## src/rtl/addr_load_serializer_4_8_pkg.sv

```systemverilog
// Shared constants and FSM state type for the addressed-load nibble serializer.
// Latency: n/a (types and constants only).
// Backpressure: n/a.
package addr_load_serializer_4_8_pkg;

    localparam int WIDTH = 4;  // nibble width
    localparam int DEPTH = 8;  // slots per frame, power of two
    localparam int IDX_W = 3;  // log2(DEPTH)

    typedef enum logic {
        IDLE  = 1'b0,
        SHIFT = 1'b1
    } state_t;

endpackage

```

## src/rtl/addr_load_serializer_4_8_slot_bank.sv

```systemverilog
// DEPTH x WIDTH register bank: addressed write, combinational read by index, sync clear.
// Latency: write lands at the clock edge; read is combinational from rd_idx.
// Backpressure: none; the write enable is qualified by the caller.
// Ports: clk, clr (sync active-high), we/wr_addr/wr_dat write port, rd_idx/rd_dat read port.
module slot_bank_4_8
    import addr_load_serializer_4_8_pkg::*;
#(
    parameter int BANK_W = WIDTH,
    parameter int BANK_D = DEPTH,
    parameter int ADDR_W = IDX_W
) (
    input  logic              clk,
    input  logic              clr,
    input  logic              we,
    input  logic [ADDR_W-1:0] wr_addr,
    input  logic [BANK_W-1:0] wr_dat,
    input  logic [ADDR_W-1:0] rd_idx,
    output logic [BANK_W-1:0] rd_dat
);

    logic [BANK_W-1:0] slots [BANK_D];

    always_ff @(posedge clk) begin
        if (clr) begin
            for (int i = 0; i < BANK_D; i++) begin
                slots[i] <= '0;
            end
        end else if (we) begin
            slots[wr_addr] <= wr_dat;
        end
    end

    assign rd_dat = slots[rd_idx];

endmodule

```

## src/rtl/addr_load_serializer_4_8.sv

```systemverilog
// Addressed nibble loader that streams an 8-slot bank out serially, slot 0 first, with index tag.
// Latency: start at edge T -> busy after T, first nibble after T+1, last (with done) after T+8 at CE=1.
// Backpressure: CE low stalls the stream (dout_valid drops, Dout/index hold); writes ignore CE.
// Ports: CLK, RST (sync active-high); CE; write port Din/wr_en/wr_addr; start;
//        outputs Dout, dout_valid, count_8_out (slot of Dout), busy (in SHIFT), done (last nibble).
module addr_load_serializer_4_8
    import addr_load_serializer_4_8_pkg::*;
(
    input  logic             CLK,
    input  logic             RST,
    input  logic             CE,
    input  logic [WIDTH-1:0] Din,
    input  logic             wr_en,
    input  logic [IDX_W-1:0] wr_addr,
    input  logic             start,
    output logic [WIDTH-1:0] Dout,
    output logic             dout_valid,
    output logic [IDX_W-1:0] count_8_out,
    output logic             busy,
    output logic             done
);

    localparam logic [IDX_W-1:0] LAST_IDX = IDX_W'(DEPTH - 1);

    state_t           state;
    state_t           state_nxt;
    logic [IDX_W-1:0] idx;
    logic [WIDTH-1:0] rd_dat;
    logic             bank_we;

    // Bank is frozen while a frame is in flight. A write coinciding with start
    // is taken in IDLE, so it is already in the bank when slot 0 is read.
    assign bank_we = wr_en && (state == IDLE);

    slot_bank_4_8 u_bank (
        .clk     (CLK),
        .clr     (RST),
        .we      (bank_we),
        .wr_addr (wr_addr),
        .wr_dat  (Din),
        .rd_idx  (idx),
        .rd_dat  (rd_dat)
    );

    always_ff @(posedge CLK) begin
        if (RST) begin
            state <= IDLE;
        end else begin
            state <= state_nxt;
        end
    end

    always_comb begin
        state_nxt = state;
        case (state)
            IDLE: begin
                if (start) begin
                    state_nxt = SHIFT;
                end
            end
            SHIFT: begin
                // Leave on the edge that emits the last slot, so busy is already
                // low while the final nibble is presented.
                if (CE && (idx == LAST_IDX)) begin
                    state_nxt = IDLE;
                end
            end
            default: state_nxt = IDLE;
        endcase
    end

    always_ff @(posedge CLK) begin
        if (RST) begin
            idx         <= '0;
            Dout        <= '0;
            dout_valid  <= 1'b0;
            count_8_out <= '0;
            done        <= 1'b0;
        end else begin
            case (state)
                IDLE: begin
                    dout_valid <= 1'b0;
                    done       <= 1'b0;
                    if (start) begin
                        idx <= '0;
                    end
                end
                SHIFT: begin
                    if (CE) begin
                        Dout        <= rd_dat;
                        count_8_out <= idx;
                        dout_valid  <= 1'b1;
                        done        <= (idx == LAST_IDX);
                        idx         <= idx + 1'b1;  // wraps to 0 exactly at frame end
                    end else begin
                        dout_valid  <= 1'b0;
                        done        <= 1'b0;
                    end
                end
                default: begin
                    dout_valid <= 1'b0;
                    done       <= 1'b0;
                end
            endcase
        end
    end

    assign busy = (state == SHIFT);

endmodule

```

## config.mk

```make
export PLATFORM = sky130hd
export DESIGN_NAME = addr_load_serializer_4_8
export DESIGN_NICKNAME = d
export VERILOG_FILES = /design/src/rtl/addr_load_serializer_4_8_pkg.sv /design/src/rtl/addr_load_serializer_4_8_slot_bank.sv /design/src/rtl/addr_load_serializer_4_8.sv
export SDC_FILE = /design/constraint.sdc
export NUM_CORES = 1
export LEC_CHECK = 0
export ABC_AREA = 0
export ABC_CLOCK_PERIOD_IN_PS = 2100
export CAP_MARGIN = 10
export CORE_MARGIN = 4
export CORE_UTILIZATION = 30
export DETAILED_ROUTE_END_ITERATION = 6
export PLACE_DENSITY = 0.59
export SLEW_MARGIN = 20
export SYNTH_ARGS = -nofsm -noshare
export SYNTH_HDL_FRONTEND = slang
export SYNTH_HIERARCHICAL = 1
export SYNTH_SLANG_ARGS = --single-unit
```

## constraint.sdc

```tcl
create_clock -name CLK -period 2.1 [get_ports CLK]
set_input_delay 0.525 -clock CLK [delete_from_list [all_inputs] [get_ports CLK]]
set_output_delay 0.525 -clock CLK [all_outputs]
set_load 0.03 [all_outputs]
```

==> results of run 1 <==
## synth_stat cells
cell,instances
sky130_fd_sc_hd__a211oi_2,1
sky130_fd_sc_hd__a21bo_2,7
sky130_fd_sc_hd__a21oi_1,8
sky130_fd_sc_hd__a311oi_1,1
sky130_fd_sc_hd__buf_1,1
sky130_fd_sc_hd__buf_12,1
sky130_fd_sc_hd__buf_2,3
sky130_fd_sc_hd__buf_6,3
sky130_fd_sc_hd__clkbuf_1,5
sky130_fd_sc_hd__clkbuf_8,1
sky130_fd_sc_hd__clkinv_1,4
sky130_fd_sc_hd__dfxtp_1,13
sky130_fd_sc_hd__edfxtp_1,32
sky130_fd_sc_hd__ha_1,2
sky130_fd_sc_hd__inv_1,2
sky130_fd_sc_hd__mux2_2,4
sky130_fd_sc_hd__mux2_4,1
sky130_fd_sc_hd__mux4_1,8
sky130_fd_sc_hd__nand2_1,1
sky130_fd_sc_hd__nand2_4,1
sky130_fd_sc_hd__nand2b_1,4
sky130_fd_sc_hd__nand3_1,7
sky130_fd_sc_hd__nand3b_1,1
sky130_fd_sc_hd__nor2_1,2
sky130_fd_sc_hd__nor2b_1,1
sky130_fd_sc_hd__nor3_1,32
sky130_fd_sc_hd__nor3b_1,1
sky130_fd_sc_hd__o21bai_1,8
sky130_fd_sc_hd__o32ai_1,2
sky130_fd_sc_hd__or2_2,1
sky130_fd_sc_hd__or3b_2,1
## worst paths after layout
path	endpoint	start	slack, ns	cells past startpoint
max	u_bank/slots[6][0]$_SDFFCE_PN0P_	wr_en	0.08	5
min	count_8_out[1]$_SDFFE_PP0P_	count_8_out[1]$_SDFFE_PP0P_	0.57	2
max reg2reg	Dout[1]$_SDFFE_PP0P_	idx[0]$_SDFFE_PP0P_	0.21	4
min reg2reg	count_8_out[1]$_SDFFE_PP0P_	count_8_out[1]$_SDFFE_PP0P_	0.57	2
## layout make-up
type / count / area [sq um] / share of cell area (%)
Clock buffer: 5 / 68.8 / 2.61
Tap cell: 96 / 120 / 4.56
Clock inverter: 3 / 12.5 / 0.475
Sequential cell: 45 / 1220 / 46.4
Timing Repair Buffer: 47 / 405 / 15.4
Inverter: 6 / 22.5 / 0.855
Multi-Input combinational cell: 94 / 783 / 29.7
## metal layers
metal	vias up	global-route usage, %
li1	689	-
met1	647	12.7
met2	30	17.1
met3	6	3.33
met4	0	4.83
met5	-	0
## worst max-delay path: stages
cell and delay [ns]:
sky130_fd_sc_hd__clkdlybuf4s50_1 0.45, sky130_fd_sc_hd__nor2b_1 0.15, sky130_fd_sc_hd__or3b_2 0.57, sky130_fd_sc_hd__o21bai_1 0.18, sky130_fd_sc_hd__buf_4 0.15
## flip-flops by register name, summed over array words and instances, names as in the netlist
name / flops
Dout: 4
idx: 3
busy: 1
dout_valid: 1
count_8_out: 3
done: 1
u_bank/slots: 32
## cells by family (layout without fill, tap and decap cells)
kind of cell | Yosys count | count (layout) | synth area share (%)
flops | 45 | 45 | 57.3
compound gates | 27 | 27 | 9.80
mux | 13 | 13 | 12.7
buf+inv | 20 | 61 | 5.99
simple gates | 52 | 52 | 13.1
fa+ha+maj | 2 | 2 | 1.17
## power groups by stage
stage               Combinational, W  Clock [W]  Sequential [W]
global placement            0.000202          0         0.00102
detailed placement          0.000203          0         0.00102
global route                0.000218   0.000547         0.00101
floorplan                   0.000118          0         0.00102
finish                      0.000203   0.000493         0.00100
CTS                         0.000204   0.000514         0.00100
## cell usage in the layout, fill, tap and decap left out
master and count:
sky130_fd_sc_hd__nor3_1 32, sky130_fd_sc_hd__or3b_2 1, sky130_fd_sc_hd__clkinv_1 6, sky130_fd_sc_hd__clkdlybuf4s50_1 21, sky130_fd_sc_hd__nand2b_1 4, sky130_fd_sc_hd__mux2_4 1
sky130_fd_sc_hd__a311oi_1 1, sky130_fd_sc_hd__a21bo_2 7, sky130_fd_sc_hd__clkinv_2 1, sky130_fd_sc_hd__or2_2 1, sky130_fd_sc_hd__buf_4 26, sky130_fd_sc_hd__ha_1 2
sky130_fd_sc_hd__nand2_1 1, sky130_fd_sc_hd__a21oi_1 8, sky130_fd_sc_hd__nor2_1 2, sky130_fd_sc_hd__mux4_1 8, sky130_fd_sc_hd__nand2_4 1, sky130_fd_sc_hd__inv_1 2
sky130_fd_sc_hd__dfxtp_1 13, sky130_fd_sc_hd__o21bai_1 8, sky130_fd_sc_hd__o32ai_1 2, sky130_fd_sc_hd__mux2_2 4, sky130_fd_sc_hd__nand3b_1 1, sky130_fd_sc_hd__clkbuf_8 5
sky130_fd_sc_hd__nor3b_1 1, sky130_fd_sc_hd__edfxtp_1 32, sky130_fd_sc_hd__a211oi_2 1, sky130_fd_sc_hd__nor2b_1 1, sky130_fd_sc_hd__nand3_1 7
## stage by stage
stage | std cells | hold slack (ns) | TNS [ns]
final | 296 | 0.573 | 0
after global routing | 296 | 0.603 | 0
after global placement | 288 | 0.561 | -4.71
after floorplan | 159 | 0.473 | 0
after CTS | 296 | 0.575 | 0
after detailed placement | 288 | 0.564 | -4.94
==> impl_metrics.tcl, run 1 <==
set metrics [dict create \
    netlist_top_cells_area "sky130_fd_sc_hd__edfxtp_1 (45%), sky130_fd_sc_hd__dfxtp_1 (12%), sky130_fd_sc_hd__mux4_1 (9.9%)" \
    cp_data_required_time_ns 2.11 \
    cp-start-kind "primary input" \
    global_route_wire_length_before_repair_um 6860 \
    postCtsSetupRepairBufs 0 \
    num_vias 1372 \
    design.final.nets 213 \
    synth-warning-count 6 \
    detailed_place_hpwl_um 3120 \
    finalWorstSetupSlack_ns 0.0821 \
    die_h_um 92.3 \
    cts.sink_count 45 \
    timing.final.crit_period_ns 2.02 \
    placedInstanceArea_sq_mm 0.00255 \
    timing.fmax_mhz 496 \
    wl_per_cell_um 14.4 \
    clock_power_share_pct 29.0 \
    gp_routability_congestion 0.690 \
    power_w 0.00170 \
    powerDensity_mw_per_mm2 645 \
    cp_max_fo 7 \
    synth.top_cell.area_share_pct 45.1 \
    timing.final.hold_violations 0 \
    drt_first_iter_violations 87 \
    globalRouteTotalUtil_pct 10.5 \
    core_area_sq_mm 0.00683 \
    clk_latency_ns 0.29 \
    status "finished clean" \
    uppermost_signal_routing_layer_after_detailed_routing "met4" \
    fp.dieW_um 92.3 \
    clock_skew_ns 0.00352 \
    cts-resized-gates 0 \
    io-pin-count 22 \
    route.final.wire_length_um 4260 \
    detailedRoute.firstPassIterationCount 4 \
    numCtsBuffers 5 \
    synth_net_count 173 \
    total_switching_power_w 0.000388 \
    area_delta_synth_final_pct 23.5 \
    grt_setup_unrepaired "false" \
    ctsHtreeMaxLevel 2 \
    synth_seq_area_share_pct 57.3 \
    synthCells 159 \
    power.static_leakage_nw 0.901 \
    tightest_slew_ns 0.560 \
    intPower_w 0.00131 \
    synth_seq_cells 45 \
    worst-endpoint-arrival_ns 2.03 \
    post_route_cells_drive_above_1_share_pct 24.0 \
    fillCellCount 679 \
    power.share.sequential_pct 59.0 \
    cts.clk_slew.worst_paths_ns 0.08 \
    hold_buffers 0 \
    post_synth_instance_area_sq_mm 0.00213 \
    wirelength_met1_um 2000 \
    fp.dieArea_sq_mm 0.00852 \
    cts.path.max_buffers 2 \
    detail_route.drc_violations 0 \
    synth_top_area_cell "sky130_fd_sc_hd__edfxtp_1" \
    floorplan.initialDensity_pct 31.2 \
    antenna_violating_nets_left 0 \
    switching_fraction_of_total_power_pct 22.8 \
    final_area_sq_mm 0.00263 \
    final-setup-viol-count 0 \
    detailedPlace.worstSlack_ns -0.206 \
    initial_antenna_violation_count 0 \
    met3WireLength_um 192 \
    cap_viol_max_count 0 \
    critPathKind "in2reg" \
    power_frac_comb_pct 12.0 \
    largest_net_degree_at_the_start_of_global_routing 17 \
    slew_headroom_pct 62.6 \
    synth_cell_types 31 \
    timing_max_transition_violations_final 0 \
    postLayoutCoreUtil_pct 38.6 \
    worst_ir_drop_on_vdd_uv 246 \
    final_antenna_diode_count 0 \
    clock_tree_from_tritoncts "done" \
    worstSetupEndpointType "flop" \
    synth_area_per_cell_sq_um 13.4 \
    globalRouteOverflowTotal 0 \
    period_share_pct 96.1 \
    port_buffers 21 \
    met2_length_um 1960 \
    vias_per_cell 4.64 \
    vias_in_the_first_global_route 1369 \
    row_count 30 \
    class_of_the_most_critical_hold_timing_path "reg2reg" \
    cts.root.buffer_cell "sky130_fd_sc_hd__clkbuf_8" \
]
Note: power is estimated with default switching activity, not from simulation.
==> run 2, diff against run 1 <==
- CORE_ASPECT_RATIO: unset -> 0.5
==> run 2 against run 1 <==
Routed wire length up 4.4%. Highest routed layer unchanged. Power up 16%. Clock power is 57% higher. Via count grew 2.4%. Sequential power barely moved. Fmax up 5.9%. Non-clock buffer count is 5 lower. Final area rose by 1.0%. Largest cell class unchanged.
==> impl_metrics.tcl, run 2 (synthesis gave the netlist of run 1 again) <==
set metrics [dict create \
    final.hold.worst_slack_ns 0.571 \
    row_count 21 \
    hp-start "Dout[3]$_SDFFE_PP0P_" \
    floorplan.initialDensity_pct 31.5 \
    num_vias 1405 \
    grt_setup_unrepaired "false" \
    powerDensity_mw_per_mm2 743 \
    timing.final.crit_period_ns 1.91 \
    cp-start-kind "primary input" \
    final_antenna_diode_count 0 \
    largest_registers "u_bank/slots x32, Dout x4" \
    largest_register_ffs 32 \
    postCtsSetupRepairBufs 0 \
    reg2reg_setup_slack_ns 0.23 \
    wl_per_cell_um 15.5 \
    cp_slowest_stage_delay_ns 0.45 \
    intPower_w 0.00153 \
    vias_in_the_first_global_route 1379 \
    slew_headroom_pct 61.5 \
    cts.root.buffer_cell "sky130_fd_sc_hd__clkbuf_16" \
    status "finished clean" \
    place_inst 279 \
    antenna_violating_nets_left 0 \
    route.final.wire_length_um 4440 \
    die_h_um 67.6 \
    fillCellCount 651 \
    worst-endpoint-arrival_ns 1.91 \
    io-pin-count 22 \
    multi_input_comb_area_sq_um 786 \
    met3WireLength_um 294 \
    vias_per_cell 4.90 \
    timing_max_transition_violations_final 0 \
    clock_skew_ns 0.00439 \
    crit-reg2reg-capture "Dout[2]$_SDFFE_PP0P_" \
    drt_first_iter_violations 114 \
    port_buffers 21 \
    timing.hold.worst_path_depth 2 \
    crit_path_cell_trace "clkdlybuf4s50_1 -> nor2b_1 -> or3b_4 -> o21bai_1 -> buf_4" \
    power.share.sequential_pct 50.8 \
    worstSetupEndpointType "flop" \
    worstRegToRegCells 4 \
    cp_max_fo 7 \
    critPathKind "in2reg" \
    timing.fmax_mhz 525 \
    cp_data_required_time_ns 2.11 \
    period_share_pct 90.8 \
    area_delta_synth_final_pct 24.8 \
    initial_antenna_violation_count 0 \
    ctsHtreeMaxLevel 2 \
    fp.dieW_um 127 \
    final-setup-viol-count 0 \
    met2_length_um 1990 \
    uppermost_signal_routing_layer_after_detailed_routing "met4" \
    global_route_wire_length_before_repair_um 7180 \
    tightest_slew_ns 0.576 \
    globalRouteTotalUtil_pct 11.3 \
    switching_fraction_of_total_power_pct 22.7 \
    detail_route.drc_violations 0 \
    layout.cells.most_common_list "sky130_fd_sc_hd__nor3_1 (32), sky130_fd_sc_hd__edfxtp_1 (32), sky130_fd_sc_hd__buf_4 (22)" \
    worst_r2r_startpoint "idx[0]$_SDFFE_PP0P_" \
    clock_tree_from_tritoncts "done" \
    cap_viol_max_count 0 \
    class_of_the_most_critical_hold_timing_path "reg2reg" \
    fp.dieArea_sq_mm 0.00860 \
    gp_routability_congestion 0.750 \
    clock_power_share_pct 39.2 \
    core_area_sq_mm 0.00678 \
    largest_net_degree_at_the_start_of_global_routing 21 \
    finalWorstSetupSlack_ns 0.194 \
    worst_ir_drop_on_vdd_uv 290 \
    post_layout_nonfiller_instances 287 \
    power_frac_comb_pct 10.0 \
    postLayoutCoreUtil_pct 39.2 \
    design.final.nets 208 \
    total_switching_power_w 0.000449 \
    detailedRoute.firstPassIterationCount 4 \
    clk_latency_ns 0.28 \
    register_area_sq_mm 0.00122 \
    detailed_place_hpwl_um 3250 \
    power.static_leakage_nw 0.908 \
    timing.final.hold_violations 0 \
    post_route_cells_drive_above_1_share_pct 23.6 \
    globalRouteOverflowTotal 0 \
    critPathSlowestCell "sky130_fd_sc_hd__clkdlybuf4s50_1" \
    wirelength_met1_um 2100 \
    max_flop_register "u_bank/slots" \
    cts.path.max_buffers 2 \
    cts.sink_count 45 \
    detailedPlace.worstSlack_ns -0.225 \
    power_w 0.00198 \
    numCtsBuffers 5 \
    cts.clk_slew.worst_paths_ns 0.06 \
    hold_worst_path_end "Dout[3]$_SDFFE_PP0P_" \
]
-- run 2: changes by cell type in the layout (fill, tap and decap cells not counted), moves of 2 or more --
cell,change
sky130_fd_sc_hd__buf_4,-4
sky130_fd_sc_hd__clkinv_1,-2
sky130_fd_sc_hd__clkbuf_8,-5
sky130_fd_sc_hd__clkbuf_16,+5
-- run 2: power by group through the flow --
stage	clock network [W]	registers [W]	logic [W]
3_5_place_dp	0	0.00102	0.000197
6_report	0.000774	0.00100	0.000198
5_1_grt	0.000832	0.00101	0.000215
2_1_floorplan	0	0.00102	0.000118
4_1_cts	0.000801	0.00101	0.000198
3_3_place_gp	0	0.00102	0.000194
-- run 2: per-stage QoR --
step | setup TNS (ns) | area (sq um)
after floorplan | 0 | 2130
after global placement | -4.44 | 2510
after detailed placement | -5.45 | 2510
after CTS | 0 | 2660
after global routing | 0 | 2660
final | 0 | 2660
-- run 2: layout make-up --
type | count | area share (%)
Tap cell | 92 | 4.33
Timing Repair Buffer | 42 | 13.7
Sequential cell | 45 | 45.9
Clock buffer | 5 | 4.70
Inverter | 6 | 0.847
Multi-Input combinational cell | 94 | 29.5
Clock inverter | 3 | 0.941
-- run 2: worst max-delay path, delay by kind of cell --
family	cells	cell delay, ns
buf+inv	2	0.60
compound gates	1	0.17
simple gates	2	0.62
-- run 2: worst max path at each step --
stage | slack (ns) | to | depth (start not counted) | from
after global routing | 0.08 | u_bank/slots[6][2]$_SDFFCE_PN0P_ | 5 | wr_en
after global placement | -0.20 | u_bank/slots[6][1]$_SDFFCE_PN0P_ | 5 | wr_en
after detailed placement | -0.22 | u_bank/slots[6][0]$_SDFFCE_PN0P_ | 5 | wr_en
after floorplan | 0.01 | u_bank/slots[6][0]$_SDFFCE_PN0P_ | 6 | busy$_SDFF_PP0_
final | 0.19 | u_bank/slots[0][3]$_SDFFCE_PN0P_ | 5 | wr_en
after CTS | 0.07 | u_bank/slots[0][2]$_SDFFCE_PN0P_ | 5 | wr_en
-- run 2: layer usage --
metal | vias up | track usage [%]
li1 | 678 | -
met4 | 0 | 4.81
met1 | 678 | 14.9
met2 | 45 | 17.6
met3 | 4 | 3.08
met5 | - | 0
-- run 2: what timing repair did --
| item | in CTS | in global routing |
|---|---|---|
| endpoints found under the setup margin | 0 | 14 |
| hold buffers | 0 | 0 |
| resized for setup | 0 | 1 |
